## config.mk

```make
export PLATFORM = sky130hd
export DESIGN_NAME = mux_n_reg_arb_flat
export DESIGN_NICKNAME = d
export VERILOG_FILES = /design/src/rtl/mux_n_reg_arb_if.sv /design/src/rtl/mux_n_reg_arb.sv /design/src/flat_wrapper.sv
export SDC_FILE = /design/constraint.sdc
export NUM_CORES = 1
export LEC_CHECK = 0
export BUFFER_PORTS_ARGS = -buffer_cell sky130_fd_sc_hd__buf_2
export CORE_MARGIN = 1.5
export CORE_UTILIZATION = 30
export DETAILED_ROUTE_END_ITERATION = 8
export PLACE_DENSITY = 0.6
export SYNTH_ARGS = -nofsm -noshare
export SYNTH_HDL_FRONTEND = slang
export SYNTH_SLANG_ARGS = --single-unit
```

## constraint.sdc

```tcl
create_clock -name clk -period 1.9 [get_ports clk]
set_clock_uncertainty 0.1 [all_clocks]
set_input_delay 0.095 -clock clk [delete_from_list [all_inputs] [get_ports clk]]
set_output_delay 0.095 -clock clk [all_outputs]
set_load 0.01 [all_outputs]
```

## src/rtl/mux_n_reg_arb_if.sv

```systemverilog
// Handshake bundle between N producers, the registered mux/arbiter and one consumer.
// The master side is the producer/consumer environment; the slave side is the mux.
interface mux_n_reg_arb_if #(
    parameter int WIDTH    = 32,
    parameter int CHANNELS = 4,
    parameter int SEL_W    = 2
);
    logic [CHANNELS*WIDTH-1:0] in_data;
    logic [CHANNELS-1:0]       in_valid;
    logic [CHANNELS-1:0]       in_ready;
    logic [SEL_W-1:0]          sel;
    logic [WIDTH-1:0]          out_data;
    logic [SEL_W-1:0]          out_chan;
    logic                      out_valid;
    logic                      out_ready;

    modport master (
        output in_data, in_valid, sel, out_ready,
        input  in_ready, out_data, out_chan, out_valid
    );

    modport slave (
        input  in_data, in_valid, sel, out_ready,
        output in_ready, out_data, out_chan, out_valid
    );
endinterface

```

## src/rtl/mux_n_reg_arb.sv

```systemverilog
// Registered N:1 mux with per-channel valid/ready and a one-entry output register.
// Source is either the explicit select (MODE=0) or a round-robin search over valid inputs (MODE=1).
module mux_n_reg_arb #(
    parameter int WIDTH    = 32,
    parameter int CHANNELS = 4,
    parameter int SEL_W    = 2,
    parameter int MODE     = 0
) (
    input logic            clk,
    input logic            rst_n,
    mux_n_reg_arb_if.slave bus
);
    logic [WIDTH-1:0]    out_data_q, out_data_d;
    logic [SEL_W-1:0]    out_chan_q, out_chan_d;
    logic                out_valid_q, out_valid_d;
    logic [SEL_W-1:0]    ptr_q, ptr_d;

    logic                load_en;
    logic                grant_vld;
    logic [SEL_W-1:0]    grant_idx;
    logic [SEL_W-1:0]    search_idx;
    logic                xfer;
    logic [CHANNELS-1:0] in_ready_w;

    // The register can take a word when empty or when it is drained this same cycle.
    assign load_en = !out_valid_q || bus.out_ready;

    always_comb begin : grant_search
        // NOTE: every combinational output gets a default first so no path leaves it unassigned (no latch).
        grant_vld  = 1'b0;
        grant_idx  = '0;
        search_idx = '0;
        if (MODE == 0) begin
            if (int'(bus.sel) < CHANNELS) begin
                grant_vld = 1'b1;
                grant_idx = bus.sel;
            end
        end else begin
            // Ascending scan from ptr with wrap; ptr is kept below CHANNELS so the wrap is one subtract.
            for (int k = 0; k < CHANNELS; k++) begin
                int idx;
                idx = int'(ptr_q) + k;
                if (idx >= CHANNELS) idx = idx - CHANNELS;
                search_idx = SEL_W'(idx);
                if (!grant_vld && bus.in_valid[search_idx]) begin
                    grant_vld = 1'b1;
                    grant_idx = search_idx;
                end
            end
        end
    end

    always_comb begin : ready_gen
        in_ready_w = '0;
        if (rst_n && grant_vld) in_ready_w[grant_idx] = load_en;
    end

    assign bus.in_ready = in_ready_w;
    assign xfer         = grant_vld && bus.in_valid[grant_idx] && load_en;

    always_comb begin : next_state
        out_data_d  = out_data_q;
        out_chan_d  = out_chan_q;
        out_valid_d = out_valid_q;
        ptr_d       = ptr_q;
        if (xfer) begin
            out_data_d  = bus.in_data[grant_idx*WIDTH +: WIDTH];
            out_chan_d  = grant_idx;
            out_valid_d = 1'b1;
            if (MODE != 0) begin
                ptr_d = (int'(grant_idx) == CHANNELS - 1) ? '0 : grant_idx + 1'b1;
            end
        end else if (bus.out_ready) begin
            out_valid_d = 1'b0;
        end
    end

    always_ff @(posedge clk or negedge rst_n) begin
        if (!rst_n) begin
            out_data_q  <= '0;
            out_chan_q  <= '0;
            out_valid_q <= 1'b0;
            ptr_q       <= '0;
        end else begin
            // NOTE: sequential state uses non-blocking assignments so all registers update together.
            out_data_q  <= out_data_d;
            out_chan_q  <= out_chan_d;
            out_valid_q <= out_valid_d;
            ptr_q       <= ptr_d;
        end
    end

    assign bus.out_data  = out_data_q;
    assign bus.out_chan  = out_chan_q;
    assign bus.out_valid = out_valid_q;
endmodule

```

## src/flat_wrapper.sv

```systemverilog
// flat-port wrapper written by rule: the top's interface ports become plain ports
module mux_n_reg_arb_flat 
#(
    parameter int WIDTH    = 32,
    parameter int CHANNELS = 4,
    parameter int SEL_W    = 2,
    parameter int MODE     = 0
)
  (clk, rst_n, bus_in_data, bus_in_valid, bus_sel, bus_out_ready, bus_in_ready, bus_out_data, bus_out_chan, bus_out_valid);
  mux_n_reg_arb_if #(.WIDTH(WIDTH), .CHANNELS(CHANNELS), .SEL_W(SEL_W)) bus_i ();
  input logic clk;
  input logic rst_n;
  input wire logic [$bits(bus_i.in_data)-1:0] bus_in_data;
  input wire logic [$bits(bus_i.in_valid)-1:0] bus_in_valid;
  input wire logic [$bits(bus_i.sel)-1:0] bus_sel;
  input wire logic [$bits(bus_i.out_ready)-1:0] bus_out_ready;
  output wire logic [$bits(bus_i.in_ready)-1:0] bus_in_ready;
  output wire logic [$bits(bus_i.out_data)-1:0] bus_out_data;
  output wire logic [$bits(bus_i.out_chan)-1:0] bus_out_chan;
  output wire logic [$bits(bus_i.out_valid)-1:0] bus_out_valid;
  assign bus_i.in_data = bus_in_data;
  assign bus_i.in_valid = bus_in_valid;
  assign bus_i.sel = bus_sel;
  assign bus_i.out_ready = bus_out_ready;
  assign bus_in_ready = bus_i.in_ready;
  assign bus_out_data = bus_i.out_data;
  assign bus_out_chan = bus_i.out_chan;
  assign bus_out_valid = bus_i.out_valid;
  mux_n_reg_arb #(.WIDTH(WIDTH), .CHANNELS(CHANNELS), .SEL_W(SEL_W), .MODE(MODE)) u_core (.clk(clk), .rst_n(rst_n), .bus(bus_i));
endmodule
```

Word level (Yosys, flattened, before mapping)

Cells that the tools add are included.

Magnitude comparators: 2
Shift-type cells: 1
Mux-type cells: 7
Bitwise operators: 1
Reduce and logical (&&, ||, !) cells: 5

Operator list:

| operator                                                   | count |
|---|---|
| variable part select 128 x 8 -> 32 bit                     | 1 |
| AND 4 bit                                                  | 1 |
| two-way mux 1 bit                                          | 4 |
| two-way mux 4 bit                                          | 1 |
| less-than comparator 2 x 3 -> 1 bit, second input constant | 1 |
| binary-select mux 1 bit (select 2 bit)                     | 1 |
| demux 1 bit (select 2 bit)                                 | 1 |
| >= comparator 2 x 1 -> 1 bit, second input constant        | 1 |
| logical AND 1 bit                                          | 2 |
| nonzero test 2 bit                                         | 1 |
| zero test 1 bit                                            | 1 |
| logical OR 1 bit                                           | 1 |

Flip-flop bits (word level): 35
Bits of input ports: 137
Output and inout port bits: 39

Logic depth before layout (Yosys ltp)

Gate-level depths: netlist (run 1).

Depth in word-level cells: 6
Mapped depth: 5
Depth with buffers taken out: 4

Worst setup path before layout (run 1)

OpenSTA, ideal clock, no wires.

Path kind: reg2reg
Start: reg u_core.out_valid_q, in the netlist u_core.bus.out_valid
End: reg u_core.out_data_q[19], in the netlist u_core.bus.out_data[19]
Arrival time: 1500 ps
Slack: 176 ps
Cell stages (with the launch flop): 6
Path buffers: 1
Clock period less this slack: 1724 ps
Cell sequence: dfrtp_1 nand2b_1 and3b_1 a31oi_4 buf_6 mux2_2

Longest elaborated chain between the ends: 3

RTL lines:

| item                     | RTL line            | RTL |
|---|---|---|
| start: declaration       | mux_n_reg_arb.sv:15 | `logic out_valid_q, out_valid_d;` |
| start signal: assignment | mux_n_reg_arb.sv:88 | `out_valid_q <= out_valid_d;` |
| zero test 1 bit          | mux_n_reg_arb.sv:26 | `assign load_en = !out_valid_q \|\| bus.out_ready;` |
| logical OR 1 bit         | mux_n_reg_arb.sv:26 |  |
| logical AND 1 bit        | mux_n_reg_arb.sv:59 | `assign xfer = grant_vld && bus.in_valid[grant_idx] && load_en;` |
| end signal: assignment   | mux_n_reg_arb.sv:86 | `out_data_q <= out_data_d;` |
| end: declaration         | mux_n_reg_arb.sv:13 | `logic [WIDTH-1:0] out_data_q, out_data_d;` |

Every way passes these cells.
A chain may end at the register's enable or synchronous reset.

Worst setup path after layout (run 1)

Start: reg u_core.out_valid_q, in the netlist u_core.bus.out_valid
End: reg u_core.out_data_q[22], in the netlist u_core.bus.out_data[22]

Same word-level chain as after synthesis.

==> reports/summary.txt, run 1 <==
status = completed
first-pass GRT wire length = 9130 µm
row count = 30
Mapped Nets = 265
Skew-Pair Late Insertion Delay = 0.29 ns
highest routed metal layer = met4
Yosys cell types = 18
largest family of logic cells by synthesized area = multiplexers
post-CTS setup buffers = 0
Avg Cell Area, Syn = 17.0 µm²
Buf/Inv on CP = 1
Port Buffers = 175
period utilization = 85.0%
worst r2r src = u_core.bus.out_valid$_DFFE_PN0P_
Fmax = 619 MHz
total grt overflow = 0
r2r setup slk = 0.28 ns
WL final = 6110 µm
post_cts resized = 0
EDFF count, synth = 0
Die ar. = 7760 µm²
via count = 1938
initial antenna violation count = 0
CTS Hold Bufs = 1
CTS clk-pin slew, worst paths = 0.07 ns
Post-synth top cells = 35 x dfrtp_1, 32 x mux4_2, 28 x mux2_2
WL per Instance = 15.1 µm
initial drt markers = 33
Worst EP required = 1.97 ns
relative slew slack = 73.7%
Synth area leader = dfrtp_1
multiplexer area fraction after synthesis = 52.2%
Die Ht = 88.1 µm
Synth Flop Type = dfrtp_1
Crit path max-delay family = flip-flops
placed cell count = 395
Hold Crit Class = in2reg
met1 wire length = 2320 µm
vias in the first global route = 1930
Slew Viols, Final = 0
Overall Power = 2.62 mW
total of max-cap violations = 0
CTS tree = built
layout cells sized above 1 = 82.1%
crit-path max FO = 33
Simple-Gate Fraction of Synth Area = 2.31%
CTS buffer count = 5
Worst Tran Pin Value = 0.395 ns
power share of the clock group = 25.5%
final setup fails = 0
Cell Area, Synth = 2170 µm²
Comb power frac = 35.1%
synthesis-stage register bit count = 35
Final Cell Area = 3280 µm²
largest net degree at the start of global routing = 34
Max VDD drop = 0.000349 V
Worst setup SP type = register
Area growth, synth to finish = 50.9%
Reg power frac = 39.4%
share of the synthesized area in the top cell type = 40.3%
switching share of power = 29.3%
Post-Route Setup TNS = 0 ns
H-tree Lvls = 2
Power Internal = 1.85 mW
WP data arrival = 1.68 ns
clock sinks = 35
post-synthesis sequential area ratio = 40.3%
Residual DRC = 0
R2R depth = 5
Cells after Synth = 128
most common cell in the netlist = dfrtp_1
CP endpoint = u_core.bus.out_data[22]$_DFFE_PN0P_
WL met2 = 3080 µm
synthesis warning total = 0
hold depth = 3
stages on the worst setup path = 5
compound-gate portion of the synthesized area = 1.21%
via-per-instance ratio = 4.80
DRT antenna net count = 0
Clock Path Buffers = 2
Non-Filler Instances = 404
DR WL met3 = 691 µm
crit path launch = u_core.bus.out_valid$_DFFE_PN0P_
RR Endpoint = u_core.bus.out_data[22]$_DFFE_PN0P_
Tmin final = 1.62 ns
RSZ-0062 raised after global routing = false
hold path start = bus_sel[1]
placed cell area = 3150 µm²
GP Congestion = 0.783
Initial Util = 31.4%
asr flop ratio synth = 100%
GRT Util Overall = 15.6%
worst path cell trace = nand2b_1 -> and3b_1 -> a31oi_4 -> buf_12 -> mux2_2
Total Nets Final = 444
Area contributors post-synth = dfrtp_1 40%, mux4_2 33%, mux2_2 15%, mux2_1 2.6%, buf_6 2.1%
NetSw = 0.767 mW
DP HPWL = 5110 µm
Die X = 88.1 µm
clk root buf = clkbuf_8
Detailed Routing Iterations Pass 1 = 4
crit path kind = reg2reg
leakage = 1.60 nW
core area = 6910 µm²
largest stage delay on the critical path = 0.36 ns
Crit. End Element = register
Top Ports = 176
area share of xor/xnor cells in the synthesized design = 0%
final hold vios = 0
PD cells = 799 nW/µm²
Slowest-stage cell, CP = dfrtp_1
ant diodes = 0
Post-Synth Adder-Cell Area = 0%
[registers in the layout, summed over array words and instances (netlist names)]
register,flops
u_core.bus.out_chan,2
u_core.bus.out_data,32
u_core.bus.out_valid,1
[layout make-up]
cell class / instances / area (µm²)
Clock inverter: 3 / 43.8
Timing Repair Buffer: 183 / 951
Sequential cell: 35 / 876
Tap cell: 96 / 120
Fill cell: 654 / 3630
Multi-Input combinational cell: 80 / 1210
Clock buffer: 5 / 68.8
Inverter: 2 / 7.51
[how the worst min path moves through the flow]
| stage | slack (ns) | endpoint |
|---|---|---|
| 6_report | 0.05 | u_core.bus.out_chan[1]$_DFFE_PN0P_ |
| 4_1_cts | 0.04 | u_core.bus.out_valid$_DFFE_PN0P_ |
| 5_1_grt | 0.05 | u_core.bus.out_valid$_DFFE_PN0P_ |
| 3_3_place_gp | -0.07 | u_core.bus.out_data[17]$_DFFE_PN0P_ |
| 3_5_place_dp | -0.05 | u_core.bus.out_data[17]$_DFFE_PN0P_ |
| 2_1_floorplan | -0.30 | u_core.bus.out_chan[0]$_DFFE_PN0P_ |
[power by group through the flow]
stage / combinational [mW] / clock [mW] / sequential, mW
final: 0.919 / 0.666 / 1.03
after global routing: 0.996 / 0.737 / 1.06
after CTS: 0.938 / 0.694 / 1.03
after detailed placement: 0.936 / 0 / 1.05
after global placement: 0.923 / 0 / 1.04
after floorplan: 0.394 / 0 / 1.14
[placed cells by master (no fill, tap or decap), types with 2 or more instances in the layout]
| master | synthesis | final |
|---|---|---|
| buf_4 | 0 | 6 |
| nor3_1 | 2 | 2 |
| mux2_2 | 28 | 28 |
| nand2_1 | 2 | 2 |
| nand3_1 | 2 | 2 |
| inv_1 | 2 | 2 |
| clkbuf_8 | 0 | 5 |
| buf_2 | 6 | 175 |
| mux2_4 | 2 | 2 |
| dfrtp_1 | 35 | 35 |
| mux4_2 | 32 | 32 |
| nor2_1 | 2 | 2 |
| mux2_1 | 5 | 5 |
[per-layer routing]
layer	up-vias	global-route usage (%)
met5	-	0
met4	0	3.41
met3	2	5.56
met2	112	27.1
met1	949	18.5
li1	875	-
[cells by family after synthesis]
group,Yosys count
AOI/OAI and AO/OA,2
buffers and inverters,13
DFF,35
muxes,68
and+or+nand+nor,10
[tightest hold or removal path, delay by kind of cell]
family                 cells  cell delay (ns)
AO/OA/AOI/OAI              1             0.08
AND/OR/NAND/NOR            1             0.07
buffers and inverters      1             0.15
[stage by stage]
| stage | hold WS [ns] | setup slack (ns) | utilization (%) |
|---|---|---|---|
| 2_1_floorplan | -0.301 | 0.176 | - |
| 3_3_place_gp | -0.0717 | 0.181 | 45.7 |
| 3_5_place_dp | -0.0544 | 0.125 | 45.7 |
| 4_1_cts | 0.0407 | 0.257 | 47.4 |
| 5_1_grt | 0.0528 | 0.175 | 47.4 |
| 6_report | 0.0473 | 0.284 | 47.4 |
Power figures use the tool's default switching activity.
==> run 2, diff against run 1 <==
--- a/config.mk
+++ b/config.mk
@@ -5,11 +5,12 @@
 export SDC_FILE = /design/constraint.sdc
 export NUM_CORES = 1
 export LEC_CHECK = 0
+export ABC_AREA = 1
 export BUFFER_PORTS_ARGS = -buffer_cell sky130_fd_sc_hd__buf_2
 export CORE_MARGIN = 1.5
 export CORE_UTILIZATION = 30
 export DETAILED_ROUTE_END_ITERATION = 8
-export PLACE_DENSITY = 0.6
+export PLACE_DENSITY = 0.56
 export SYNTH_ARGS = -nofsm -noshare
 export SYNTH_HDL_FRONTEND = slang
 export SYNTH_SLANG_ARGS = --single-unit
==> run 2 against run 1 <==
  * Non-clock buffer count increased by 4
  * Count of clock-buffer cells in the layout rose by 2
  * First-iteration DRC count increased to 3.1 times the previous value
  * Global-route usage grew 3.7 points
  * Die area increased by 23%
  * Core utilization down 5.2 points
  * Sequential share of layout area shrank 2.9 points
  * Routed wire length rose by 44%
  * Largest power group unchanged
  * Area after synthesis up 24%
  * Hold slack better by 0.070 ns
  * Critical path depth shrank 1
  * Synthesized cell count rose to 3.7 times the previous value
  * Largest cell class unchanged
==> reports/summary.txt, run 2 <==
Port Buffers = 175 (unchanged)
Post-Route Setup TNS = 0 ns (unchanged)
Worst setup SP type = register
asr flop ratio synth = 100% (unchanged)
Overall Power = 2.45 mW (-6.3%)
Max VDD drop = 0.000277 V (-21%)
largest net degree at the start of global routing = 41 (+21%)
PD cells = 668 nW/µm² (-16%)
total of max-cap violations = 0 (unchanged)
core area = 8680 µm² (+26%)
Worst EP required = 1.70 ns (-0.27 ns)
RSZ-0062 raised after global routing = false
Residual DRC = 0 (unchanged)
initial antenna violation count = 0 (unchanged)
DP HPWL = 6700 µm (+31%)
Area growth, synth to finish = 36.6%
synthesis-stage register bit count = 35 (unchanged)
CTS tree = built
final hold slack = 0.117 ns (+0.0698 ns)
most common cell in the netlist = nand2_1
leakage = 2.44 nW (+52%)
post_cts resized = 0 (unchanged)
power share of the clock group = 21.8% (-3.7 points)
Post-Route Utilization = 42.3% (-5.2 points)
total grt overflow = 0 (unchanged)
CTS Hold Bufs = 1 (unchanged)
via-per-instance ratio = 4.40 (-8.4%)
Reg power frac = 40.6% (+1.2 points)
Power Internal = 1.55 mW (-16%)
initial drt markers = 101 (+210%)
share of the synthesized area in the top cell type = 51.2% (+11 points)
Synth area leader = nand2_1
GRT Util Overall = 19.2% (+3.7 points)
Initial Util = 30.9% (-0.49 points)
CTS buffer count = 5 (unchanged)
GP Congestion = 0.814 (+4.0%)
Detailed Routing Iterations Pass 1 = 4 (unchanged)
WL final = 8810 µm (+44%)
clock sinks = 35 (unchanged)
Die ar. = 9530 µm² (+23%)
layout cells sized above 1 = 30.8% (-51 points)
Mapped Nets = 613 (+130%)
WP data arrival = 1.28 ns (-0.40 ns)
CTS clk-pin slew, worst paths = 0.07 ns (about the same)
final hold vios = 0 (unchanged)
Tmin final = 1.48 ns (-0.140 ns)
post-CTS setup buffers = 0 (unchanged)
Area contributors post-synth = nand2_1 51%, dfrtp_1 33%, nand3_1 6.3%, buf_6 2.5%, buf_2 2.2%
Yosys cell types = 14 (-4)
crit path kind = reg2out
Skew-Pair Late Insertion Delay = 0.28 ns (about the same)
period utilization = 77.7% (-7.4 points)
ant diodes = 0 (unchanged)
post-synthesis sequential area ratio = 32.6% (-7.7 points)
row count = 34 (+13%)
EDFF count, synth = 0 (unchanged)
Clock Path Buffers = 2 (unchanged)
Slew Viols, Final = 0 (unchanged)
Die X = 97.6 µm (+11%)
Hold Crit Class = in2reg
Synth Flop Type = dfrtp_1
synthesis warning total = 0 (unchanged)
leading cell type in the layout, fill and taps excluded = nand2_1
clk root buf = clkbuf_8
status = completed
Post-synth top cells = 366 x nand2_1, 35 x dfrtp_1, 34 x nand3_1
DRT antenna net count = 0 (unchanged)
vias in the first global route = 3233 (+68%)
Cell Area, Synth = 2690 µm² (+24%)
NetSw = 0.903 mW (+18%)
Total Nets Final = 776 (+75%)
max reg flops = 32 (unchanged)
switching share of power = 36.8% (+7.5 points)
Comb power frac = 37.6% (+2.5 points)
crit-path max FO = 4 (-88%)
H-tree Lvls = 2 (unchanged)
most frequent cells in the layout = 366 x nand2_1, 175 x buf_2, 35 x dfrtp_1, 34 x nand3_1, 11 x buf_4
first-pass GRT wire length = 15000 µm (+64%)
relative slew slack = 68.3% (-5.4 points)
WL per Instance = 11.8 µm (-22%)
Avg Cell Area, Syn = 5.64 µm² (-67%)
Crit. End Element = output pin
final setup fails = 0 (unchanged)
via count = 3288 (+70%)
r2r setup slk = 0.52 ns (+0.24 ns)
Fmax = 678 MHz (+9.5%)
Die Ht = 97.6 µm (+11%)
Worst Tran Pin Value = 0.475 ns (+0.0805 ns)
Top Ports = 176 (unchanged)
Cells after Synth = 476 (+270%)
run 2: changes by cell type after synthesis, moves of 6 or more:
cell	before	now
buf_2	6	12
buf_4	0	7
mux2_2	28	0
mux4_2	32	0
nand2_1	2	366
nand3_1	2	34
run 2: final cells by class:
type	count	area [µm²]
clock inverter	1	5.00
inverter	3	13.8
clock buffer	7	76.3
fill	991	5010
timing repair buffer	187	968
tap	108	135
multi-input combinational	407	1590
sequential	35	876
run 2: power by group through the flow:
stage	clock network, mW	logic [mW]	registers, mW
after floorplan	0	0.442	1.08
after global placement	0	0.924	1.01
after detailed placement	0	0.938	1.01
after CTS	0.555	0.942	0.998
after global routing	0.591	1.06	1.02
final	0.535	0.922	0.994
run 2: critical path, stage by stage, from the launching register on:
cell,delay [ns]
dfrtp_1,0.38
nand2_1,0.15
nand2_1,0.15
nor3_1,0.16
buf_2,0.16
run 2: path summary, 6_finish.rpt:
check                                                         from                                   to  cells after the start
worst max-delay path              u_core.bus.out_valid$_DFFE_PN0P_                      bus_in_ready[0]                      4
worst min-delay path                               bus_in_data[14]  u_core.bus.out_data[14]$_DFFE_PN0P_                      7
worst max register to register    u_core.bus.out_valid$_DFFE_PN0P_   u_core.bus.out_data[4]$_DFFE_PN0P_                      5
worst min register to register  u_core.bus.out_data[7]$_DFFE_PN0P_   u_core.bus.out_data[7]$_DFFE_PN0P_                      2
max in group asynchronous                                    rst_n   u_core.bus.out_data[6]$_DFFE_PN0P_                      3
min in group asynchronous                                    rst_n   u_core.bus.out_chan[0]$_DFFE_PN0P_                      3
run 2: kinds of logic after synthesis:
| family | Yosys count | synth area share (%) |
|---|---|---|
| buf+inv | 34 | 8.06 |
| flops | 35 | 32.6 |
| simple gates | 407 | 59.3 |
run 2: routing by layer:
| metal | track usage [%] | wire [µm] |
|---|---|---|
| met1 | 24.3 | 3900 |
| met2 | 33.6 | 4220 |
| met3 | 3.67 | 552 |
| met4 | 4.95 | 131 |
| met5 | 0 | 0 |
run 2: stage by stage:
| stage | std cells | setup WS (ns) | area [µm²] |
|---|---|---|---|
| 2_1_floorplan | 476 | 0.623 | 2690 |
| 3_3_place_gp | 739 | 0.468 | 3580 |
| 3_5_place_dp | 739 | 0.438 | 3580 |
| 4_1_cts | 748 | 0.403 | 3670 |
| 5_1_grt | 748 | 0.303 | 3670 |
| 6_report | 748 | 0.424 | 3670 |
